## config.mk

```make
export PLATFORM = sky130hd
export DESIGN_NAME = rv32_mod_mem_arbiter
export DESIGN_NICKNAME = d
export VERILOG_FILES = /design/src/rtl/rv32_pkg.sv /design/src/rtl/rv32_mod_arb_timeout.sv /design/src/rtl/rv32_mod_mem_arbiter.sv
export SDC_FILE = /design/constraint.sdc
export NUM_CORES = 1
export LEC_CHECK = 0
export ABC_AREA = 1
export BUFFER_PORTS_ARGS = -buffer_cell sky130_fd_sc_hd__clkbuf_2
export CAP_MARGIN = 20
export CORE_AREA = 2 2 109 111
export DETAILED_ROUTE_END_ITERATION = 8
export DIE_AREA = 0 0 111 113
export PLACE_DENSITY = 0.63
export RECOVER_POWER = 100
export SLEW_MARGIN = 40
export SYNTH_ARGS = -nofsm -noshare
export SYNTH_HDL_FRONTEND = slang
export SYNTH_SLANG_ARGS = --single-unit
```

## constraint.sdc

```tcl
create_clock -name clk -period 1.3 [get_ports clk]
set_input_delay 0.195 -clock clk [delete_from_list [all_inputs] [get_ports clk]]
set_output_delay 0.195 -clock clk [all_outputs]
set_load 0.005 [all_outputs]
```

## src/rtl/rv32_pkg.sv

```systemverilog
// rv32_pkg: shared types and constants for the rv32 memory arbiter.
//   arb_state_t      arbiter FSM states (idle, fetch granted, load/store granted)
//   ARB_MODE_*       arbitration policy selectors
//   GRANT_*          2-bit owner encodings driven on grant_o
package rv32_pkg;

    typedef enum logic [1:0] {ARB_IDLE, ARB_GNT_I, ARB_GNT_D} arb_state_t;

    localparam int ARB_MODE_FIXED = 0;
    localparam int ARB_MODE_RR    = 1;

    localparam logic [1:0] GRANT_NONE  = 2'b00;
    localparam logic [1:0] GRANT_INSTR = 2'b01;
    localparam logic [1:0] GRANT_DATA  = 2'b10;

endpackage

```

## src/rtl/rv32_mod_arb_timeout.sv

```systemverilog
// rv32_mod_arb_timeout: per-transaction watchdog for the memory arbiter.
//   clk, rst_n   clock, asynchronous active-low reset
//   clear_i      hold the count at zero (asserted while no grant is active)
//   en_i         count one waiting cycle (granted, no response yet)
//   expired_o    high in the waiting cycle in which the budget runs out
// TIMEOUT_CYCLES = 0 disables the watchdog entirely.
module rv32_mod_arb_timeout #(
    parameter int TIMEOUT_CYCLES = 256
) (
    input  logic clk,
    input  logic rst_n,
    input  logic clear_i,
    input  logic en_i,
    output logic expired_o
);

    localparam int TO_W = TIMEOUT_CYCLES > 0 ? $clog2(TIMEOUT_CYCLES + 1) : 1;

    generate
        if (TIMEOUT_CYCLES == 0) begin : g_off
            logic unused_inputs;
            assign unused_inputs = ^{clk, rst_n, clear_i, en_i};
            assign expired_o = 1'b0;
        end else begin : g_on
            logic [TO_W-1:0] cnt_q, cnt_d;
            always_comb cnt_d = clear_i ? '0 : en_i ? cnt_q + 1'b1 : cnt_q;
            always_ff @(posedge clk or negedge rst_n) begin
                if (!rst_n) cnt_q <= '0;
                else        cnt_q <= cnt_d;
            end
            // The count starts at 0 in the first granted cycle, so the error
            // lands in the TIMEOUT_CYCLES-th cycle that mem_req is high.
            assign expired_o = en_i && cnt_q == TO_W'(TIMEOUT_CYCLES - 1);
        end
    endgenerate

endmodule

```

## src/rtl/rv32_mod_mem_arbiter.sv

```systemverilog
// rv32_mod_mem_arbiter: shares one memory handshake port between the fetch
// port and the load/store port of the rv32 core.
//   clk, rst_n                         clock, asynchronous active-low reset
//   instr_req_i/addr_i                 fetch request (held until ack/err)
//   instr_ack_o/err_o/data_o           fetch completion pulse, error pulse, read word
//   data_req_i/wr_i/be_i/addr_i/data_i load/store request (held until ack/err)
//   data_ack_o/err_o/data_o            load/store completion, error, read word
//   mem_req_o/wr_o/be_o/addr_o/data_o  shared port request side
//   mem_ack_i/err_i/data_i             shared port response side
//   grant_o                            registered owner: 00 none, 01 instr, 10 data
import rv32_pkg::*;

module rv32_mod_mem_arbiter #(
    parameter int ARB_MODE       = ARB_MODE_FIXED,
    parameter int TIMEOUT_CYCLES = 256
) (
    input  logic        clk,
    input  logic        rst_n,
    input  logic        instr_req_i,
    input  logic [31:0] instr_addr_i,
    output logic        instr_ack_o,
    output logic        instr_err_o,
    output logic [31:0] instr_data_o,
    input  logic        data_req_i,
    input  logic        data_wr_i,
    input  logic [3:0]  data_be_i,
    input  logic [31:0] data_addr_i,
    input  logic [31:0] data_data_i,
    output logic        data_ack_o,
    output logic        data_err_o,
    output logic [31:0] data_data_o,
    output logic        mem_req_o,
    output logic        mem_wr_o,
    output logic [3:0]  mem_be_o,
    output logic [31:0] mem_addr_o,
    output logic [31:0] mem_data_o,
    input  logic        mem_ack_i,
    input  logic        mem_err_i,
    input  logic [31:0] mem_data_i,
    output logic [1:0]  grant_o
);

    arb_state_t state_q, state_d;
    logic       rr_data_q, rr_data_d;
    logic       gnt_i, gnt_d, ok, bad, expired;

    rv32_mod_arb_timeout #(.TIMEOUT_CYCLES(TIMEOUT_CYCLES)) u_timeout (
        .clk      (clk),
        .rst_n    (rst_n),
        .clear_i  (state_q == ARB_IDLE),
        .en_i     (mem_req_o && !mem_ack_i && !mem_err_i),
        .expired_o(expired)
    );

    // rr_data_q remembers whether the last grant went to the data port; in
    // round-robin mode a tie goes to whichever port was not served last.
    always_comb begin
        state_d   = state_q;
        rr_data_d = rr_data_q;
        if (state_q == ARB_IDLE) begin
            if (instr_req_i && data_req_i)
                state_d = (ARB_MODE == ARB_MODE_RR && rr_data_q) ? ARB_GNT_I : ARB_GNT_D;
            else if (data_req_i)
                state_d = ARB_GNT_D;
            else if (instr_req_i)
                state_d = ARB_GNT_I;
            if (state_d != ARB_IDLE)
                rr_data_d = state_d == ARB_GNT_D;
        end else if (mem_ack_i || mem_err_i || expired) begin
            state_d = ARB_IDLE;
        end
    end

    always_ff @(posedge clk or negedge rst_n) begin
        if (!rst_n) begin
            state_q   <= ARB_IDLE;
            rr_data_q <= 1'b0;
        end else begin
            state_q   <= state_d;
            rr_data_q <= rr_data_d;
        end
    end

    assign gnt_i = state_q == ARB_GNT_I;
    assign gnt_d = state_q == ARB_GNT_D;

    assign mem_req_o  = gnt_i || gnt_d;
    assign mem_wr_o   = gnt_d && data_wr_i;
    assign mem_be_o   = gnt_d ? data_be_i : gnt_i ? 4'hF : 4'h0;
    assign mem_addr_o = gnt_d ? data_addr_i : gnt_i ? instr_addr_i : '0;
    assign mem_data_o = gnt_d ? data_data_i : '0;

    // Error wins over a simultaneous ack; a requester that dropped its req
    // (abort) sees neither, while the bus still waits for the memory.
    assign ok  = mem_ack_i && !mem_err_i;
    assign bad = mem_err_i || expired;

    assign instr_ack_o  = gnt_i && instr_req_i && ok;
    assign instr_err_o  = gnt_i && instr_req_i && bad;
    assign data_ack_o   = gnt_d && data_req_i && ok;
    assign data_err_o   = gnt_d && data_req_i && bad;
    assign instr_data_o = instr_ack_o ? mem_data_i : '0;
    assign data_data_o  = data_ack_o ? mem_data_i : '0;

    assign grant_o = gnt_i ? GRANT_INSTR : gnt_d ? GRANT_DATA : GRANT_NONE;

endmodule

```

-- Yosys cells after proc, flatten, opt, wreduce, memory -nomap -nowiden
Index checks and enable logic that the tools add are counted.
W data, S select, Z words.
- register bits after elaboration: 11
- output and inout port bits: 140
- logic and storage cells: 45
- $add $sub $neg: 1
- equality and inequality tests: 4
- mux-type cells: 16
- reductions and logical operators: 22
- operators by type and width (cell ; count):
    $mux W32 ; 5
    $mux W9 ; 2
    $mux W2 ; 7
    $logic_and A1 B1 Y1 ; 12
    $add A9 B1 Y9 const B ; 1
    $eq A9 B8 Y1 const B ; 1
    $mux W4 ; 2
    $logic_or A1 B1 Y1 ; 4
    $ne A4 B4 Y1 const B ; 1
    $reduce_bool A2 Y1 ; 2
    $eq A2 B1 Y1 const B ; 1
    $eq A2 B2 Y1 const B ; 1
    $logic_not A1 Y1 ; 2
    $logic_not A2 Y1 ; 1
    $reduce_and A2 Y1 ; 1

-- Logic depth before layout (Yosys ltp)
- depth in word-level cells: 8
- depth in mapped cells: 9
- gate-level depth less buffers: 9

-- Cells and area by module
A second synthesis with hierarchy kept.
- cell total of the unflattened synthesis: 390
- area, all modules: 1968.1 um^2
- by module, submodules not included (module ; instances ; cells an instance ; area each (um^2) ; sequential area each (um^2)):
    rv32_mod_mem_arbiter ; 1 ; 322 ; 1466.4 ; 50.0
    rv32_mod_arb_timeout ; 1 ; 68 ; 501.7 ; 225.2

-- Worst setup path after synthesis
No wires, ideal clock.
- path type: register to output
- start point: reg u_timeout.g_on.cnt_q[0]
- end point: out data_err_o
- arrival time: 1.257 ns
- data required time: 1.105 ns
- path slack: -0.152 ns
- stages on the path, launching flop included: 7
- path buffers: 0
- cell sequence: dfrtp_1 ha_1 nand3_2 nor4_1 ha_1 nand2_1 a21oi_1
- cells in the longest elaborated chain, start to end: 4
- ends and longest elaborated chain (what ; RTL line ; RTL):
    from (decl) ; rv32_mod_arb_timeout.sv:25 ; logic [TO_W-1:0] cnt_q, cnt_d;
    from (signal assigned) ; rv32_mod_arb_timeout.sv:29 ; else cnt_q <= cnt_d;
    $eq A9 B8 Y1 ; rv32_mod_arb_timeout.sv:33 ; assign expired_o = en_i && cnt_q == TO_W'(TIMEOUT_CYCLES - 1);
    $logic_and A1 B1 Y1 ; rv32_mod_arb_timeout.sv:33 ;
    $logic_or A1 B1 Y1 ; rv32_mod_mem_arbiter.sv:96 ; assign bad = mem_err_i || expired;
    $logic_and A1 B1 Y1 ; rv32_mod_mem_arbiter.sv:101 ; assign data_err_o = gnt_d && data_req_i && bad;
    to (decl) ; rv32_mod_mem_arbiter.sv:30 ; output logic data_err_o,
Every way passes these cells.

-- Worst setup path in the final report
- start point: reg state_q[0]
- end point: out mem_be_o[0]
- cells in the longest elaborated chain, start to end: 3
- ends and longest elaborated chain (what ; RTL line ; RTL):
    from (decl) ; rv32_mod_mem_arbiter.sv:43 ; arb_state_t state_q, state_d;
    from (signal assigned) ; rv32_mod_mem_arbiter.sv:79 ; state_q <= state_d;
    $eq A2 B1 Y1 ; rv32_mod_mem_arbiter.sv:84 ; assign gnt_i = state_q == ARB_GNT_I;
    $mux W4 ; rv32_mod_mem_arbiter.sv:89 ; assign mem_be_o = gnt_d ? data_be_i : gnt_i ? 4'hF : 4'h0;
    $mux W4 * ; rv32_mod_mem_arbiter.sv:89 ;
    to (decl) ; rv32_mod_mem_arbiter.sv:34 ; output logic [3:0] mem_be_o,
Every way passes the cells marked *; elsewhere a longest branch is shown, timed or not.

==> results.toml <==
[timing]
fmax_ghz = 0.5564
final.period_utilization_pct = 138.2
worst_slack_ns = -0.4972
fin_tns_setup_ns = -61.17
slew_viol_final = 0
tightest_slew_ns = 0.6198
maxSlewHeadroom_pct = 58.68
period_minus_slack_ns = 1.797
setup_viol = 149
skew_ns = 0.004092
hold_violations = 0
rsz0062_at_grt = "true"

[logic_synthesis]
synth_area_leader_cell = "nand2_1"
synth_nets = 528
synth.area.top_cells = "nand2_1 26%, inv_1 15%, dfrtp_1 14%"
yosysWarnings = 0
netlist_area_um2 = 1939
syn_inst = 384
synth_seq_cells = 11
synth_top_cell_area_share_pct = 25.94
syn_avg_cell_area_um2 = 5.050
yosysUniqueCellTypes = 26
ys_seq_area_share_pct = 14.19

[cells_and_area]
fin_nets = 858
area_delta_synth_final_pct = 183.6
nFillCells = 1102
diodes = 0
fin_cells = 856
multi_input_area_um2 = 2201
seq_area_um2 = 275.3
drive_above_1_share_pct = 77.98

[pwr]
internal_power_uw = 2661
peakVddDrop_mv = 0.6066
swShare_pct = 44.03
p_clk_share_pct = 11.7
p_leak_uw = 0.003330
seqPwrFrac_pct = 8.1
p_sw_uw = 2094
p_comb_share_pct = 80.2
power_density_nw_per_um2 = 864.6

[place]
portBuffers = 278
dp_slack_ns = -0.2554
hpwl_um = 8010
place.gp.congestion = 0.8522
post-place-cells = 821

[floorplanning]
rows = 39
die_width_um = 111
initial_core_util_pct = 17.21
die_area_um2 = 12540
coreArea_um2 = 11270
io_pins = 279
die_h_um = 113

[global_route]
first_global_vias = 3365
antenna_found_initial = 0
grt_usage_pct = 16.22
grt_max_degree = 28
grt-ovfl-total = 0
grt_pass1_wl_um = 16810

[clock_network]
clock_latency_ns = 0.24
cts_buffer_depth = 2
htree_num_levels = 1
cts-root-buf = "clkbuf_16"
cts_inserted_buffers = 3
clkSinkCount = 11
cts_tree = "built"
path_clk_slew_ns = 0.04

[routing]
avgViaCountPerCell = 4.176
detail_route.wl_per_cell_um = 13.64
drc = 0
wl_um = 11680
drtPass1Iterations = 5
via_count = 3575
drt_iter0_drc = 212
ant_nets = 0

[critical_path]
start_kind = "flop"
critPathArrivalTime_ns = 1.60
crit_start = "state_q[0]"
critPathMaxFanout = 8
crit_path_end_kind = "output port"
critPathMaxStageDelay_ns = 0.40
r2r_start = "state_q[1]"
cp_slowest_cell = "dfrtp_1"
required_ns = 1.11
crit_path_cell_trace = "inv_2 -> ha_4 -> buf_12 -> buf_8 -> buf_16 -> nand2_2 -> nand2_1 -> clkbuf_2"
crit_type = "flop to output port"

[outcome]
violations = "negative setup slack"
status = "finished with violations"

[flow_run]
cap_viol_max_count = 0

[min_path]
hp-class = "input pin to flop"
hp-start = "data_req_i"
[registers in the layout (all words and copies together) (netlist names)]
register / flops
u_timeout.g_on.cnt_q: 9
state_q: 2
[through the flow]
step / power [µW] / util, % / hold WS [ns] / area [µm²]
after floorplan: 1537 / - / -0.1006 / 2481
after global placement: 2573 / 37.57 / 0.08876 / 4235
after detailed placement: 2578 / 37.57 / 0.09234 / 4235
after CTS: 4001 / 43.57 / 0.2371 / 4911
after global routing: 5042 / 48.80 / 0.2657 / 5500
final: 4755 / 48.80 / 0.2316 / 5500
[cells in the mapped netlist]
cell type	number
inv_1	79
a21oi_1	2
nand2_2	4
nor2_4	2
nor4_1	1
o22ai_1	1
o31ai_1	1
ha_1	5
nand2_1	134
mux2i_1	1
xnor2_1	1
o21ai_0	1
nand3_2	1
dfrtp_1	11
nand4_1	1
nor2_2	16
buf_1	1
nand3b_1	1
nor2_1	59
nand3_1	36
inv_2	2
buf_4	4
buf_2	8
nor3_1	3
clkbuf_1	3
buf_6	6
[final cells by class]
type | instances | area share (%)
timing repair buffer | 347 | 44.27
inverter | 81 | 6.028
clock buffer | 4 | 1.433
tap | 143 | 3.253
multi-input combinational | 270 | 40.01
sequential | 11 | 5.005
[kinds of logic after synthesis]
family          after synthesis  synth area share, %
mux                           1               0.5161
buf+inv                     103                23.55
simple gates                258                56.58
xor+xnor                      1               0.4517
fa+ha+maj                     5                3.226
flops                        11                14.19
compound gates                5                1.484
[repair_timing]
action	4_1_cts	5_1_grt
hold buffers	1	0
resized for setup	83	155
cloned	9	5
buffers inserted	12	7
endpoints found under the hold margin	11	0
pin swaps	9	20
setup endpoints to repair	151	151
[per-layer routing]
metal  track usage [%]  wire (µm)  vias to the layer above  share of wire (%)
li1                  -          -                     1788                  -
met1             21.41       4729                     1584                 40
met2             28.59       5843                      185                 50
met3             2.517        984                       18                8.4
met4             2.500        123                        0                1.1
met5                 0          0                        -                  0
[final timing paths]
kind                       cells past startpoint                       to  slack (ns)
min in group asynchronous                      2  u_timeout.g_on.cnt_q[4]        0.48
max reg2reg                                    9  u_timeout.g_on.cnt_q[6]       -0.14
min                                            3               state_q[1]        0.23
min reg2reg                                    2  u_timeout.g_on.cnt_q[5]        0.55
max in group asynchronous                      2  u_timeout.g_on.cnt_q[3]        0.42
max                                            8              mem_be_o[0]       -0.50
[layout by cell type (no fill, tap or decap), types with 2 or more instances in the layout]
| cell | Yosys | final |
|---|---|---|
| ha_4 | 0 | 3 |
| inv_2 | 2 | 29 |
| nand2_1 | 134 | 61 |
| inv_6 | 0 | 2 |
| buf_4 | 4 | 25 |
| nand2_2 | 4 | 36 |
| nor2_2 | 16 | 2 |
| buf_6 | 6 | 23 |
| clkbuf_2 | 0 | 259 |
| inv_1 | 79 | 47 |
| buf_2 | 8 | 10 |
| buf_8 | 0 | 4 |
| nand2_4 | 0 | 41 |
| nor3_1 | 3 | 3 |
| nor2_1 | 59 | 11 |
| inv_4 | 0 | 2 |
| buf_12 | 0 | 11 |
| nand3_1 | 36 | 17 |
| dfrtp_1 | 11 | 11 |
| clkbuf_1 | 3 | 2 |
| nor2_4 | 2 | 64 |
| ha_2 | 0 | 2 |
| a21oi_2 | 0 | 2 |
| buf_16 | 0 | 9 |
| clkbuf_16 | 0 | 7 |
| nand3_2 | 1 | 19 |
[critical path: cells and delay by family (launching register included)]
| kind | cells | cell delay, ns |
|---|---|---|
| buffers and inverters | 5 | 0.65 |
| AND/OR/NAND/NOR | 2 | 0.12 |
| adder cells (fa/ha/maj) | 1 | 0.17 |
| flip-flops | 1 | 0.40 |
[power groups by stage]
| stage | clock, µW | sequential, µW | combinational, µW |
|---|---|---|---|
| after floorplan | 0 | 386 | 1150 |
| after global placement | 0 | 383 | 2190 |
| after detailed placement | 0 | 384 | 2190 |
| after CTS | 568 | 384 | 3050 |
| after global routing | 595 | 388 | 4060 |
| final | 556 | 385 | 3810 |
(Power assumes the default switching activity.)
